## src/rtl/ifetch_unit.sv

```systemverilog
// Multicycle instruction-fetch stage: PC register, memory request handshake,
// instruction register with field slicing, redirect/squash and fetch timeout.
module ifetch_unit #(
  parameter int unsigned     XLEN     = 64,
  parameter int unsigned     ADDR_W   = 32,
  parameter logic [XLEN-1:0] RESET_PC = '0,
  parameter logic [XLEN-1:0] PC_STEP  = XLEN'(4),
  parameter int unsigned     TIMEOUT  = 255
) (
  input  logic              CLK,
  input  logic              RESET,
  output logic              mem_req,
  output logic [ADDR_W-1:0] mem_addr,
  input  logic              mem_ack,
  input  logic [31:0]       mem_rdata,
  input  logic              redirect_valid,
  input  logic [XLEN-1:0]   redirect_pc,
  output logic              ir_valid,
  input  logic              ir_ready,
  output logic [31:0]       ir_out,
  output logic [XLEN-1:0]   ir_pc,
  output logic [6:0]        ir_opcode,
  output logic [4:0]        ir_rd,
  output logic [4:0]        ir_rs1,
  output logic [4:0]        ir_rs2,
  output logic              err_timeout,
  output logic              err_misalign
);

  localparam int unsigned CNT_W = $clog2(TIMEOUT + 1);

  localparam logic [1:0] S_FETCH = 2'd0;
  localparam logic [1:0] S_HOLD  = 2'd1;
  localparam logic [1:0] S_ERROR = 2'd2;

  logic [1:0]       state, state_n;
  logic             run;
  logic [XLEN-1:0]  pc, pc_n;
  logic [31:0]      ir_n;
  logic [XLEN-1:0]  ir_pc_n;
  logic [CNT_W-1:0] wait_cnt, wait_n, wait_inc;
  logic             err_timeout_n, err_misalign_n;

  // run holds the stage idle for the first edge after reset release, so the
  // request never depends combinationally on RESET.
  assign mem_req   = run && (state == S_FETCH);
  assign mem_addr  = pc[ADDR_W-1:0];
  assign ir_valid  = (state == S_HOLD);

  assign ir_opcode = ir_out[6:0];
  assign ir_rd     = ir_out[11:7];
  assign ir_rs1    = ir_out[19:15];
  assign ir_rs2    = ir_out[24:20];

  assign wait_inc  = wait_cnt + CNT_W'(1);

  always_comb begin
    state_n        = state;
    pc_n           = pc;
    ir_n           = ir_out;
    ir_pc_n        = ir_pc;
    wait_n         = wait_cnt;
    err_timeout_n  = err_timeout;
    err_misalign_n = err_misalign;

    if (run && (state != S_ERROR)) begin
      if (redirect_valid) begin
        // Redirect beats ack and ready; any data returned this cycle is dropped.
        if (redirect_pc[1:0] != 2'b00) begin
          err_misalign_n = 1'b1;
          state_n        = S_ERROR;
        end else begin
          pc_n    = redirect_pc;
          wait_n  = '0;
          state_n = S_FETCH;
        end
      end else if (state == S_FETCH) begin
        if (mem_ack) begin
          ir_n    = mem_rdata;
          ir_pc_n = pc;
          pc_n    = pc + PC_STEP;
          wait_n  = '0;
          state_n = S_HOLD;
        end else begin
          wait_n = wait_inc;
          if (wait_inc == CNT_W'(TIMEOUT)) begin
            err_timeout_n = 1'b1;
            state_n       = S_ERROR;
          end
        end
      end else if ((state == S_HOLD) && ir_ready) begin
        state_n = S_FETCH;
      end
    end
  end

  always_ff @(posedge CLK or posedge RESET) begin
    if (RESET) begin
      state        <= S_FETCH;
      run          <= 1'b0;
      pc           <= RESET_PC;
      ir_out       <= '0;
      ir_pc        <= '0;
      wait_cnt     <= '0;
      err_timeout  <= 1'b0;
      err_misalign <= 1'b0;
    end else begin
      state        <= state_n;
      run          <= 1'b1;
      pc           <= pc_n;
      ir_out       <= ir_n;
      ir_pc        <= ir_pc_n;
      wait_cnt     <= wait_n;
      err_timeout  <= err_timeout_n;
      err_misalign <= err_misalign_n;
    end
  end

endmodule

```

## config.mk

```make
export PLATFORM = sky130hd
export DESIGN_NAME = ifetch_unit
export DESIGN_NICKNAME = d
export VERILOG_FILES = /design/src/rtl/ifetch_unit.sv
export SDC_FILE = /design/constraint.sdc
export NUM_CORES = 1
export LEC_CHECK = 0
export ABC_AREA = 1
export CAP_MARGIN = 25
export CORE_MARGIN = 3
export CORE_UTILIZATION = 50
export CTS_CLUSTER_DIAMETER = 30
export DETAILED_ROUTE_END_ITERATION = 10
export PLACE_DENSITY = 0.81
export SETUP_SLACK_MARGIN = 0.15
export SYNTH_ARGS = -nofsm -noshare
export SYNTH_HDL_FRONTEND = slang
export SYNTH_SLANG_ARGS = --single-unit
```

## constraint.sdc

```tcl
create_clock -name CLK -period 7.3 [get_ports CLK]
set_input_delay 1.46 -clock CLK [delete_from_list [all_inputs] [get_ports CLK]]
set_output_delay 1.46 -clock CLK [all_outputs]
set_load 0.1 [all_outputs]
```

==> results of run 1 <==
metrics by stage:
step,setup slack (ns),area [um2],util (%)
floorplan,1.15,9970,-
global placement,3.03,12200,62.6
detailed placement,2.96,12200,62.6
CTS,3.41,12800,65.5
global route,3.37,12800,65.8
finish,3.45,12800,65.8
cell families (layout without fill, tap and decap cells):
| family | Yosys count | after routing | synth area share (%) |
|---|---|---|---|
| AOI/OAI and AO/OA | 166 | 166 | 8.83 |
| xor gates and xnor gates | 8 | 8 | 0.702 |
| adders and majority gates | 3 | 3 | 0.376 |
| buffers and inverters | 224 | 419 | 11.6 |
| DFF | 173 | 173 | 43.4 |
| muxes | 34 | 34 | 3.84 |
| other | 1 | 1 | 0.0376 |
| and+or+nand+nor | 742 | 742 | 31.2 |
worst max-delay path: stages, from the launching register on:
cell                              delay (ns)
sky130_fd_sc_hd__dfrtp_1                0.40
sky130_fd_sc_hd__inv_2                  0.10
sky130_fd_sc_hd__o21ai_4                0.12
sky130_fd_sc_hd__nor2_4                 0.17
sky130_fd_sc_hd__clkdlybuf4s50_1        1.16
synth_stat cells, drive strengths merged:
cell / n / area, um2
nand2: 401 / 1550
nor2: 227 / 943
dfrtp: 173 / 4330
inv: 126 / 473
o21ai: 121 / 621
nand3: 88 / 455
buf: 86 / 638
mux2: 34 / 383
a21oi: 22 / 110
nand4: 19 / 119
o22ai: 14 / 87.6
clkbuf: 12 / 45.0
xor2: 8 / 70.1
nor3: 7 / 46.3
a31oi: 4 / 25.0
o21bai: 4 / 30.0
ha: 3 / 37.5
conb: 1 / 3.75
o31ai: 1 / 7.51
placed cells by master (no fill, tap or decap), types with 2 or more instances in the layout:
| cell | count |
|---|---|
| sky130_fd_sc_hd__dfrtp_1 | 173 |
| sky130_fd_sc_hd__nand4_1 | 19 |
| sky130_fd_sc_hd__nand2_1 | 390 |
| sky130_fd_sc_hd__nor3_1 | 6 |
| sky130_fd_sc_hd__mux2_2 | 34 |
| sky130_fd_sc_hd__nor2_2 | 6 |
| sky130_fd_sc_hd__nor2_1 | 212 |
| sky130_fd_sc_hd__a31oi_1 | 4 |
| sky130_fd_sc_hd__buf_4 | 7 |
| sky130_fd_sc_hd__nor2_4 | 8 |
| sky130_fd_sc_hd__nand3_1 | 85 |
| sky130_fd_sc_hd__clkdlybuf4s50_1 | 254 |
| sky130_fd_sc_hd__o21ai_1 | 9 |
| sky130_fd_sc_hd__inv_6 | 4 |
| sky130_fd_sc_hd__clkbuf_16 | 17 |
| sky130_fd_sc_hd__o22ai_1 | 14 |
| sky130_fd_sc_hd__ha_1 | 3 |
| sky130_fd_sc_hd__clkinv_4 | 2 |
| sky130_fd_sc_hd__o21bai_1 | 4 |
| sky130_fd_sc_hd__o21ai_0 | 110 |
| sky130_fd_sc_hd__clkinvlp_4 | 2 |
| sky130_fd_sc_hd__xor2_1 | 8 |
| sky130_fd_sc_hd__nand2_2 | 7 |
| sky130_fd_sc_hd__nand3_2 | 2 |
| sky130_fd_sc_hd__nand2_4 | 4 |
| sky130_fd_sc_hd__clkbuf_8 | 2 |
| sky130_fd_sc_hd__a21oi_1 | 22 |
| sky130_fd_sc_hd__clkinv_2 | 2 |
| sky130_fd_sc_hd__inv_2 | 6 |
| sky130_fd_sc_hd__inv_1 | 119 |
final timing paths:
kind / slack (ns) / cells after the start / end / from
max: 3.45 / 4 / mem_req / state[1]
min: 0.48 / 2 / err_timeout / err_timeout
max reg2reg: 4.89 / 5 / ir_out[1] / state[0]
min reg2reg: 0.48 / 2 / err_timeout / err_timeout
max in group asynchronous: 4.60 / 3 / ir_pc[39] / RESET
min in group asynchronous: 1.56 / 2 / ir_out[19] / RESET
sequential cells by signal (all words and copies together) (netlist names):
name and count:
wait_cnt 8, ir_out 32, state 2, pc 64
err_misalign 1, run 1, ir_pc 64, err_timeout 1
final cells by class:
class | count | area, um2 | area share (%)
clock buffer | 19 | 453 | 3.53
clock inverter | 11 | 110 | 0.857
inverter | 126 | 478 | 3.72
multi-input combinational | 954 | 4500 | 35.0
sequential | 173 | 4330 | 33.7
tap | 265 | 332 | 2.58
timing repair buffer | 263 | 2640 | 20.6
layer usage:
| layer | share of wire (%) | vias to the layer above | global-route usage (%) |
|---|---|---|---|
| met5 | 0 | - | 0 |
| met4 | 2.6 | 0 | 9.37 |
| met3 | 8.8 | 55 | 6.32 |
| li1 | - | 4608 | - |
| met2 | 46 | 443 | 45.4 |
| met1 | 43 | 4550 | 41.2 |
==> results by stage, run 1 <==
Die:
- Once the floorplan was initialized, standard cells occupied 51.1% of the core.
- The die area is 21700 um2.
- The number of I/O pins is about 260.
- The floorplan row count is slightly above 50.
- The core region is approximately 20000 um2.
- The die boundary height is 147 um.
- The die is 147 um wide.

Global route:
- The overall fraction of global-route tracks in use is a little under 30%.
- The total congestion overflow after global routing is 0.
- The pin count of the biggest net entering global routing is around 110.
- The first global-routing pass estimated between 40 and 50 mm of wire.
- The number of antenna violations at the first check in global routing came to 0.
- The number of global-route vias before repair is 9148.

Placement:
- The number of port buffers is ~250.
- The detailed placer's ending HPWL is about 24 mm.
- At the end of routability-driven placement, the weighted congestion stood at 1.04.
- In this run, placement finished with an instance count of between 1500 and 2000.

Clocking:
- The H-tree was split into 4 levels.
- Hold repair after CTS inserted 0 buffers.
- Clock-pin slew was measured on the worst setup and hold paths at ~0.070 ns.
- The number of setup buffers added after CTS is 0.
- After clock tree synthesis, the repair step resized 0 gates.
- The tree built by TritonCTS fans out to approximately 170 sinks.
- CTS placed an instance of sky130_fd_sc_hd__clkbuf_16 at the clock tree root.
- In this run, CTS created clock tree buffers numbering 17.
- TritonCTS built the clock tree.
- The clock reaches the later pin of the worst-skew pair after between 0.4 and 0.5 ns.
- The worst-case clock buffer depth is 2.

Timing:
- The final-report hold violation count is 0.
- Between clock sinks in the finished design, the worst skew comes to 0.0126 ns.
- The worst slew margin relative to its limit is a little under a third.
- The count of pins over their slew limit is 0.
- Hold is met by between 0.4 and 0.5 ns.
- The actual slew at the worst max-slew pin is between 1 and 1.5 ns.
- The final total negative setup slack is 0 ns.
- The count of endpoints failing setup in the final report is 0.
- The maximum operating frequency is roughly 260 MHz.
- Setup repair after global routing left no endpoint under its margin.
- The post-route clock period utilization is between 50% and 60%.
- The clock period could shrink to around 3.9 ns.

Detailed routing:
- The count of unresolved DRC violations after routing is 0.
- Dividing the detail-routed via count by the number of cells gives 5.33.
- The number of routed nets with antenna violations is 0.
- Dividing the detail-routed wire length by the instance count gives 17.5 um.
- The number of design-rule violations left by the first detailed-router iteration is between 900 and 1000.
- The count of vias placed by the detailed router is a little under 10000.
- The pre-antenna-repair detailed-routing pass consisted of 5 iterations.
- The routed design has 31.6 mm of wire.

Yosys:
- The synthesized area is 9970 um2.
- The number of different library cells used by synthesis comes to 33.
- The average size of a mapped cell is about 7.4 um2.
- The synthesis-stage register bit count is ~170.
- For this run, the number of Yosys warnings is 0.
- The cell count after synthesis is between 1000 and 1500.
- The number of nets handed over by synthesis was about 1500.
- The share of the yosys chip area belonging to registers is around 43%.

Setup path:
- The maximum fanout along the worst path is 8.
- The kind of end point of the critical path is a primary output.
- Data arrives at the worst endpoint at between 2 and 2.5 ns.
- At the worst endpoint, the required time is between 5 and 6 ns.
- The kind of critical path is reg -> out.
- The worst setup path is launched from a register.

Cells and area:
- The fill cell instance count of the final layout is 1698.
- The share of cells above drive strength 1 is about 7.2%.
- The final cell count without fillers is between 1500 and 2000.
- The area added between synthesis and finish is 28.8%.
- The final net count is about 1600.
- The antenna diode count is 0.

Run:
- Across the run, the number of max-cap violations was 0.

Run status:
- The flow ran to the end, and the final reports show no timing, DRC or antenna violations.

Worst hold path:
- The tightest min-delay check is of the reg -> reg type.
Power of run 1 is not shown: default switching activity piles up to over one toggle a cycle in this logic, so the estimate is an artifact.
==> run 2: changes to the inputs <==
==> constraint.sdc (replaced) <==
create_clock -name CLK -period 3.9 [get_ports CLK]
set_input_delay 0.78 -clock CLK [delete_from_list [all_inputs] [get_ports CLK]]
set_output_delay 0.78 -clock CLK [all_outputs]
set_load 0.1 [all_outputs]
==> results by stage, run 2 (same netlist as run 1, synthesis figures left out) <==
Run status:
- The flow ran to the end, and the final reports show no timing, DRC or antenna violations.

Setup path:
- The cell at the slowest stage of the critical path is sky130_fd_sc_hd__clkdlybuf4s50_1.
- Broken down by cell family, the worst path's largest delay share belongs to buffers and inverters.
- The kind of critical path is reg -> out.
- The maximum fanout along the worst path is 8 (unchanged).
- The kind of end point of the critical path is a primary output.
- Traced cell by cell, the critical path runs through clkdlybuf4s50_1.
- The sum of buffers and inverters on the critical path is 1 (-1).
- The worst path required time was 3.12 ns (-2.72 ns).
- The stage delay of the slowest cell on the critical path was 1.21 ns (+0.05 ns).
- The worst setup path is launched from a register.
- The arrival time reported for the critical path endpoint is 2.17 ns (-0.22 ns).

Die:
- The horizontal die dimension was 147 um (unchanged).
- The number of I/O pins came to 255 (unchanged).
- The die boundary height is 147 um (unchanged).
- The floorplan row count is 51 (unchanged).
- The die area is 21700 um2 (unchanged).
- The starting density of the core is 51.1% (unchanged).
- The core box area is 19500 um2 (unchanged).

Cells and area:
- The end-of-flow core utilization is 66.1% (+0.34 points).
- The storage element area is 4330 um2 (unchanged).
- The share of cells above drive strength 1 is 7.55% (+0.30 points).
- The area used by multi-input combinational logic came to 4500 um2 (unchanged).
- In the layout the commonest cells are sky130_fd_sc_hd__nand2_1 (390), sky130_fd_sc_hd__clkdlybuf4s50_1 (252), sky130_fd_sc_hd__nor2_1 (212).
- The final net count is 1641 (+0.12%).
- The most common cell after layout, fill and taps aside is sky130_fd_sc_hd__nand2_1.
- The antenna diode count is 0 (unchanged).
- The final design area excluding fillers came to 12900 um2 (+0.52%).
- The largest registers in the layout are ir_pc: 64 flops, pc: 64 flops, ir_out: 32 flops.
- The area added between synthesis and finish is 29.4%.
- The fill cell instance count of the final layout is 1707 (+0.53%).

Detailed routing:
- The total length of routed wires is 32.7 mm (+3.4%).
- The detailed-route vias per instance is 5.42 (+1.7%).
- The detailed-route wire length per cell is 18.0 um (+3.1%).
- The number of detailed-routing iterations run before antenna repair is 5 (unchanged).
- The number of routed nets with antenna violations came to 0 (unchanged).
- The count of unresolved DRC violations after routing is 0 (unchanged).
- The count of vias placed by the detailed router is 9838 (+1.9%).
- The number of design-rule violations left by the first detailed-router iteration is 964 (-1.1%).

Clocking:
- TritonCTS built the clock tree.
- The post-CTS resize count is 0 (unchanged).
- The H-tree level count is 4 (unchanged).
- The quantity of hold-fixing buffers added after cts was 0 (unchanged).
- The number of setup buffers added after CTS came to 0 (unchanged).
- The worst-skew pair later-pin latency is 0.44 ns (about the same).
- The total clock buffers created by CTS is 17 (unchanged).
- The worst-case clock buffer depth is 2 (unchanged).
- The register clock-pin slew on the reported worst setup and hold paths is 0.07 ns (about the same).
- The TritonCTS sink count is 173 (unchanged).
- The cell at the root of the clock tree is sky130_fd_sc_hd__clkbuf_16.

Global route:
- The number of global-route vias before repair is 9286 (+1.5%).
- The total congestion overflow after global routing is 0 (unchanged).
- The first-pass GRT wire length is 51.0 mm (+2.3%).
- The overall fraction of global-route tracks in use is 30.0% (+0.79 points).
- The number of antenna violations at the first check in global routing is 0 (unchanged).
- The pin count of the biggest net entering global routing is 108 (unchanged).

Timing:
- The final-report hold violation count is 0 (unchanged).
- The actual slew at the worst max-slew pin came to 1.03 ns (-0.00948 ns).
- The final critical-path required period is 2.95 ns.
- The post-route clock period utilization is between 70% and 80%.
- The final total negative setup slack is 0 ns (unchanged).
- The maximum operating frequency is about 340 MHz.
- The worst slew margin relative to its limit is 30.8% (+0.63 points).
- The count of pins over their slew limit is 0 (unchanged).
- The count of endpoints failing setup in the final report was 0 (unchanged).
- The worst-case clock skew is 0.00919 ns (-0.00344 ns).
- Setup repair after global routing left no endpoint under its margin.

Placement:
- The detailed placer's ending HPWL is 25.0 mm (+4.0%).
- The last weighted congestion value of the routability-driven placer is 1.01 (-3.2%).
- The area after detailed placement came to 12300 um2 (+0.71%).
- The number of port buffers came to 254 (unchanged).

Worst hold path:
- The path category of the worst min-delay check is reg -> reg.

Run:
- The max-capacitance violation count came to 0 (unchanged).
## run 2: cell count changes in the layout (fill, tap and decap cells not counted), sizes merged
cell,before,now
inv,130,129
bufinv,1,2
clkbuf,19,18
buf,9,13
clkdlybuf4s50,254,252
clkinv,4,8
clkinvlp,2,1
## run 2: through the flow
stage	cells	hold slack [ns]	setup WS [ns]
floorplan	1351	0.467	0.909
global placement	1783	0.449	1.22
detailed placement	1783	0.450	1.18
CTS	1815	0.468	0.949
global route	1815	0.492	0.899
finish	1815	0.469	0.951
## run 2: area by class of cell
type | instances | share of cell area [%]
clock buffers | 18 | 3.32
inverters | 126 | 3.69
repair buffers | 265 | 20.8
clock inverters | 14 | 1.25
well taps | 265 | 2.57
multi-input cells | 954 | 34.9
flip-flops and latches | 173 | 33.5
## run 2: worst paths after layout
kind / slack (ns) / cells past startpoint / end / start
min reg2reg: 0.47 / 2 / err_timeout / err_timeout
max in group asynchronous: 2.20 / 3 / pc[50] / RESET
max: 0.95 / 1 / mem_addr[2] / pc[2]
min: 0.47 / 2 / err_timeout / err_timeout
max reg2reg: 1.53 / 10 / pc[40] / pc[2]
min in group asynchronous: 0.82 / 2 / ir_out[26] / RESET
## run 2: routing by layer
| metal | track usage [%] | part of all wire (%) | up-vias | wire length (um) |
|---|---|---|---|---|
| met5 | 0 | 0 | - | 0 |
| met4 | 9.60 | 2.7 | 0 | 876 |
| met3 | 5.06 | 8.1 | 54 | 2650 |
| met2 | 48.1 | 47 | 479 | 15200 |
| met1 | 41.9 | 43 | 4693 | 13900 |
| li1 | - | - | 4612 | - |
## run 2: worst min-delay path, cell delays in order (launching register included)
cell	delay, ns
sky130_fd_sc_hd__dfrtp_1	0.34
sky130_fd_sc_hd__inv_1	0.04
sky130_fd_sc_hd__nand2_1	0.05
Power of run 2 is left out for the same reason.
==> run 3: changes to the inputs <==
--- a/config.mk
+++ b/config.mk
@@ -8,10 +8,10 @@
 export ABC_AREA = 1
 export CAP_MARGIN = 25
 export CORE_MARGIN = 3
-export CORE_UTILIZATION = 50
+export CORE_UTILIZATION = 45
 export CTS_CLUSTER_DIAMETER = 30
 export DETAILED_ROUTE_END_ITERATION = 10
-export PLACE_DENSITY = 0.81
+export PLACE_DENSITY = 0.77
 export SETUP_SLACK_MARGIN = 0.15
 export SYNTH_ARGS = -nofsm -noshare
 export SYNTH_HDL_FRONTEND = slang
==> constraint.sdc (replaced) <==
create_clock -name CLK -period 2.5 [get_ports CLK]
set_input_delay 0.5 -clock CLK [delete_from_list [all_inputs] [get_ports CLK]]
set_output_delay 0.5 -clock CLK [all_outputs]
set_load 0.1 [all_outputs]
==> results by stage, run 3 (same netlist as run 1, synthesis figures left out) <==
Setup path:
- The maximum fanout along the worst path came to 5 (-3).
- The arrival time reported for the critical path endpoint is 2.56 ns (+0.39 ns).
- The startpoint type of the worst setup path is a register.
- The cell family contributing the most delay on the critical path is simple AND/OR/NAND/NOR gates.
- The worst path required time came to 2.83 ns (-0.29 ns).
- The sum of buffers and inverters on the critical path is 1 (unchanged).
- The kind of end point of the critical path is a register.
- The cell at the slowest stage of the critical path is sky130_fd_sc_hd__dfrtp_1.
- The critical path in this run is classified as reg -> reg.
- The stage delay of the slowest cell on the critical path is 0.44 ns (-0.77 ns).
- Walking the worst path, the cells encountered are nand2_1, nor2_2, nand2_1, nor2_1, nand2_1, nand2_1, nand3_1, a21oi_1, inv_1.
- Counting stages on the worst path, the most repeated cell is sky130_fd_sc_hd__nand2_1.

Clocking:
- The H-tree level count came to 4 (unchanged).
- The worst-case clock buffer depth was 2 (unchanged).
- The post-CTS resize count is 0 (unchanged).
- The number of setup buffers added after CTS was 0 (unchanged).
- The total clock buffers created by CTS is 17 (unchanged).
- The worst-skew pair later-pin latency came to 0.44 ns (about the same).
- The root buffer cell chosen for the clock tree is sky130_fd_sc_hd__clkbuf_16.
- The clock tree from TritonCTS is built.
- The TritonCTS sink count is 173 (unchanged).
- The register clock-pin slew on the reported worst setup and hold paths was 0.08 ns (about the same).
- The quantity of hold-fixing buffers added after cts is 0 (unchanged).

Placement:
- The detailed placer's ending HPWL was 25.8 mm (+3.2%).
- The placed cell count is 1800 (+0.95%).
- The last weighted congestion value of the routability-driven placer is 1.00 (-0.30%).
- The number of port buffers is 254 (unchanged).

Die:
- The core box area was 21400 um2 (+9.7%).
- The die area was 24000 um2 (+11%).
- The starting density of the core is 46.6% (-4.5 points).
- The horizontal die dimension was 155 um (+5.2%).
- The number of I/O pins was 255 (unchanged).
- The floorplan row count is 53 (+3.9%).
- The die boundary height was 155 um (+5.2%).

Cells and area:
- The final net count is 1648 (+0.43%).
- The top cell types in the final layout, fill and taps aside, are sky130_fd_sc_hd__nand2_1 (390), sky130_fd_sc_hd__nor2_1 (211), sky130_fd_sc_hd__dfrtp_1 (173).
- The area added between synthesis and finish is 27.0%.
- The fill cell instance count of the final layout is 2000 (+17%).
- The library cell used most frequently in the layout, excluding fill and tap cells, is sky130_fd_sc_hd__nand2_1.
- The largest registers in the layout are ir_pc: 64 flops, pc: 64 flops, ir_out: 32 flops.
- The final cell count without fillers came to 1832 (+0.94%).
- The antenna diode count is 0 (unchanged).
- The share of cells above drive strength 1 is 17.9% (+10 points).

Timing:
- The maximum operating frequency is between 400 and 500 MHz.
- The hold slack is 0.385 ns (-0.0831 ns).
- Subtracting the final worst setup slack from the clock period gives between 2 and 2.5 ns.
- The final-report hold violation count was 0 (unchanged).
- The worst-case clock skew was 0.0107 ns (+0.00153 ns).
- The final critical path takes up between 80% and 90% of the cycle.
- The count of pins over their slew limit came to 0 (unchanged).
- Setup repair after global routing left no endpoint under its margin.
- The count of endpoints failing setup in the final report is 0 (unchanged).

Global route:
- The number of global-route vias before repair is 9120 (-1.8%).
- The number of antenna violations at the first check in global routing came to 0 (unchanged).
- The pin count of the biggest net entering global routing came to 65 (-40%).
- The total congestion overflow after global routing is 0 (unchanged).
- The overall fraction of global-route tracks in use was 27.1% (-2.9 points).
- The first-pass GRT wire length is 50.8 mm (-0.37%).

Worst hold path:
- The path category of the worst min-delay check is in -> async.

Detailed routing:
- The number of routed nets with antenna violations came to 0 (unchanged).
- The count of vias placed by the detailed router is 9484 (-3.6%).
- The total length of routed wires came to 32.8 mm (+0.34%).
- The count of unresolved DRC violations after routing is 0 (unchanged).
- The detailed-route vias per instance is 5.18 (-4.5%).
- The number of detailed-routing iterations run before antenna repair came to 7 (+2).
- The number of design-rule violations left by the first detailed-router iteration is 792 (-18%).
- The detailed-route wire length per cell is 17.9 um (-0.59%).

Run:
- The max-capacitance violation count was 0 (unchanged).

Run status:
- The flow ran to the end, and the final reports show no timing, DRC or antenna violations.
## run 3: changes by cell type in the layout (fill, tap and decap cells not counted)
cell / change
sky130_fd_sc_hd__buf_12: +5
sky130_fd_sc_hd__buf_4: +154
sky130_fd_sc_hd__bufinv_16: -1
sky130_fd_sc_hd__clkbuf_1: -1
sky130_fd_sc_hd__clkdlybuf4s50_1: -152
sky130_fd_sc_hd__clkinv_2: -1
sky130_fd_sc_hd__clkinv_4: -3
sky130_fd_sc_hd__clkinv_8: +1
sky130_fd_sc_hd__clkinvlp_4: +1
sky130_fd_sc_hd__inv_2: -1
sky130_fd_sc_hd__inv_6: +1
sky130_fd_sc_hd__inv_8: +4
sky130_fd_sc_hd__nor2_1: -1
sky130_fd_sc_hd__nor2_2: +1
## run 3: worst paths after layout
path	startpoint	endpoint	slack, ns	depth (start not counted)
setup / recovery	pc[10]	pc[26]	0.27	9
min in group CLK	err_timeout	err_timeout	0.48	2
max in group asynchronous	RESET	pc[48]	1.41	3
setup reg to reg	pc[10]	pc[26]	0.27	9
hold reg to reg	err_timeout	err_timeout	0.48	2
hold / removal	RESET	ir_out[17]	0.39	2
## run 3: area by class of cell
type / count / area, um2 / share of cell area, %
tap: 275 / 344 / 2.72
multi-input combinational: 954 / 4500 / 35.5
timing repair buffer: 272 / 2420 / 19.1
clock buffer: 17 / 425 / 3.36
inverter: 126 / 478 / 3.77
clock inverter: 15 / 173 / 1.36
sequential: 173 / 4330 / 34.2
## run 3: worst register-to-register path, cell delays in order (launching register included)
cell and delay [ns]:
sky130_fd_sc_hd__dfrtp_1 0.44, sky130_fd_sc_hd__nand2_1 0.17, sky130_fd_sc_hd__nor2_2 0.24, sky130_fd_sc_hd__nand2_1 0.18
sky130_fd_sc_hd__nor2_1 0.40, sky130_fd_sc_hd__nand2_1 0.31, sky130_fd_sc_hd__nand2_1 0.12, sky130_fd_sc_hd__nand3_1 0.08
sky130_fd_sc_hd__a21oi_1 0.13, sky130_fd_sc_hd__inv_1 0.05
## run 3: per-layer routing
metal / wire (um) / up-vias / GRT usage [%]
li1: - / 4634 / -
met1: 14800 / 4464 / 39.6
met2: 15000 / 344 / 41.5
met3: 2340 / 42 / 5.23
met4: 586 / 0 / 6.98
met5: 0 / - / 0
## run 3: metrics by stage
stage | util [%] | area [um2] | setup TNS [ns] | setup slack, ns
4_1_cts | 59.1 | 12700 | 0 | 0.396
3_5_place_dp | 56.4 | 12100 | 0 | 0.0940
2_1_floorplan | - | 9980 | -36.45 | -0.211
5_1_grt | 59.1 | 12700 | 0 | 0.223
6_report | 59.1 | 12700 | 0 | 0.274
3_3_place_gp | 56.4 | 12100 | 0 | 0.170
Power of run 3 is left out for the same reason.
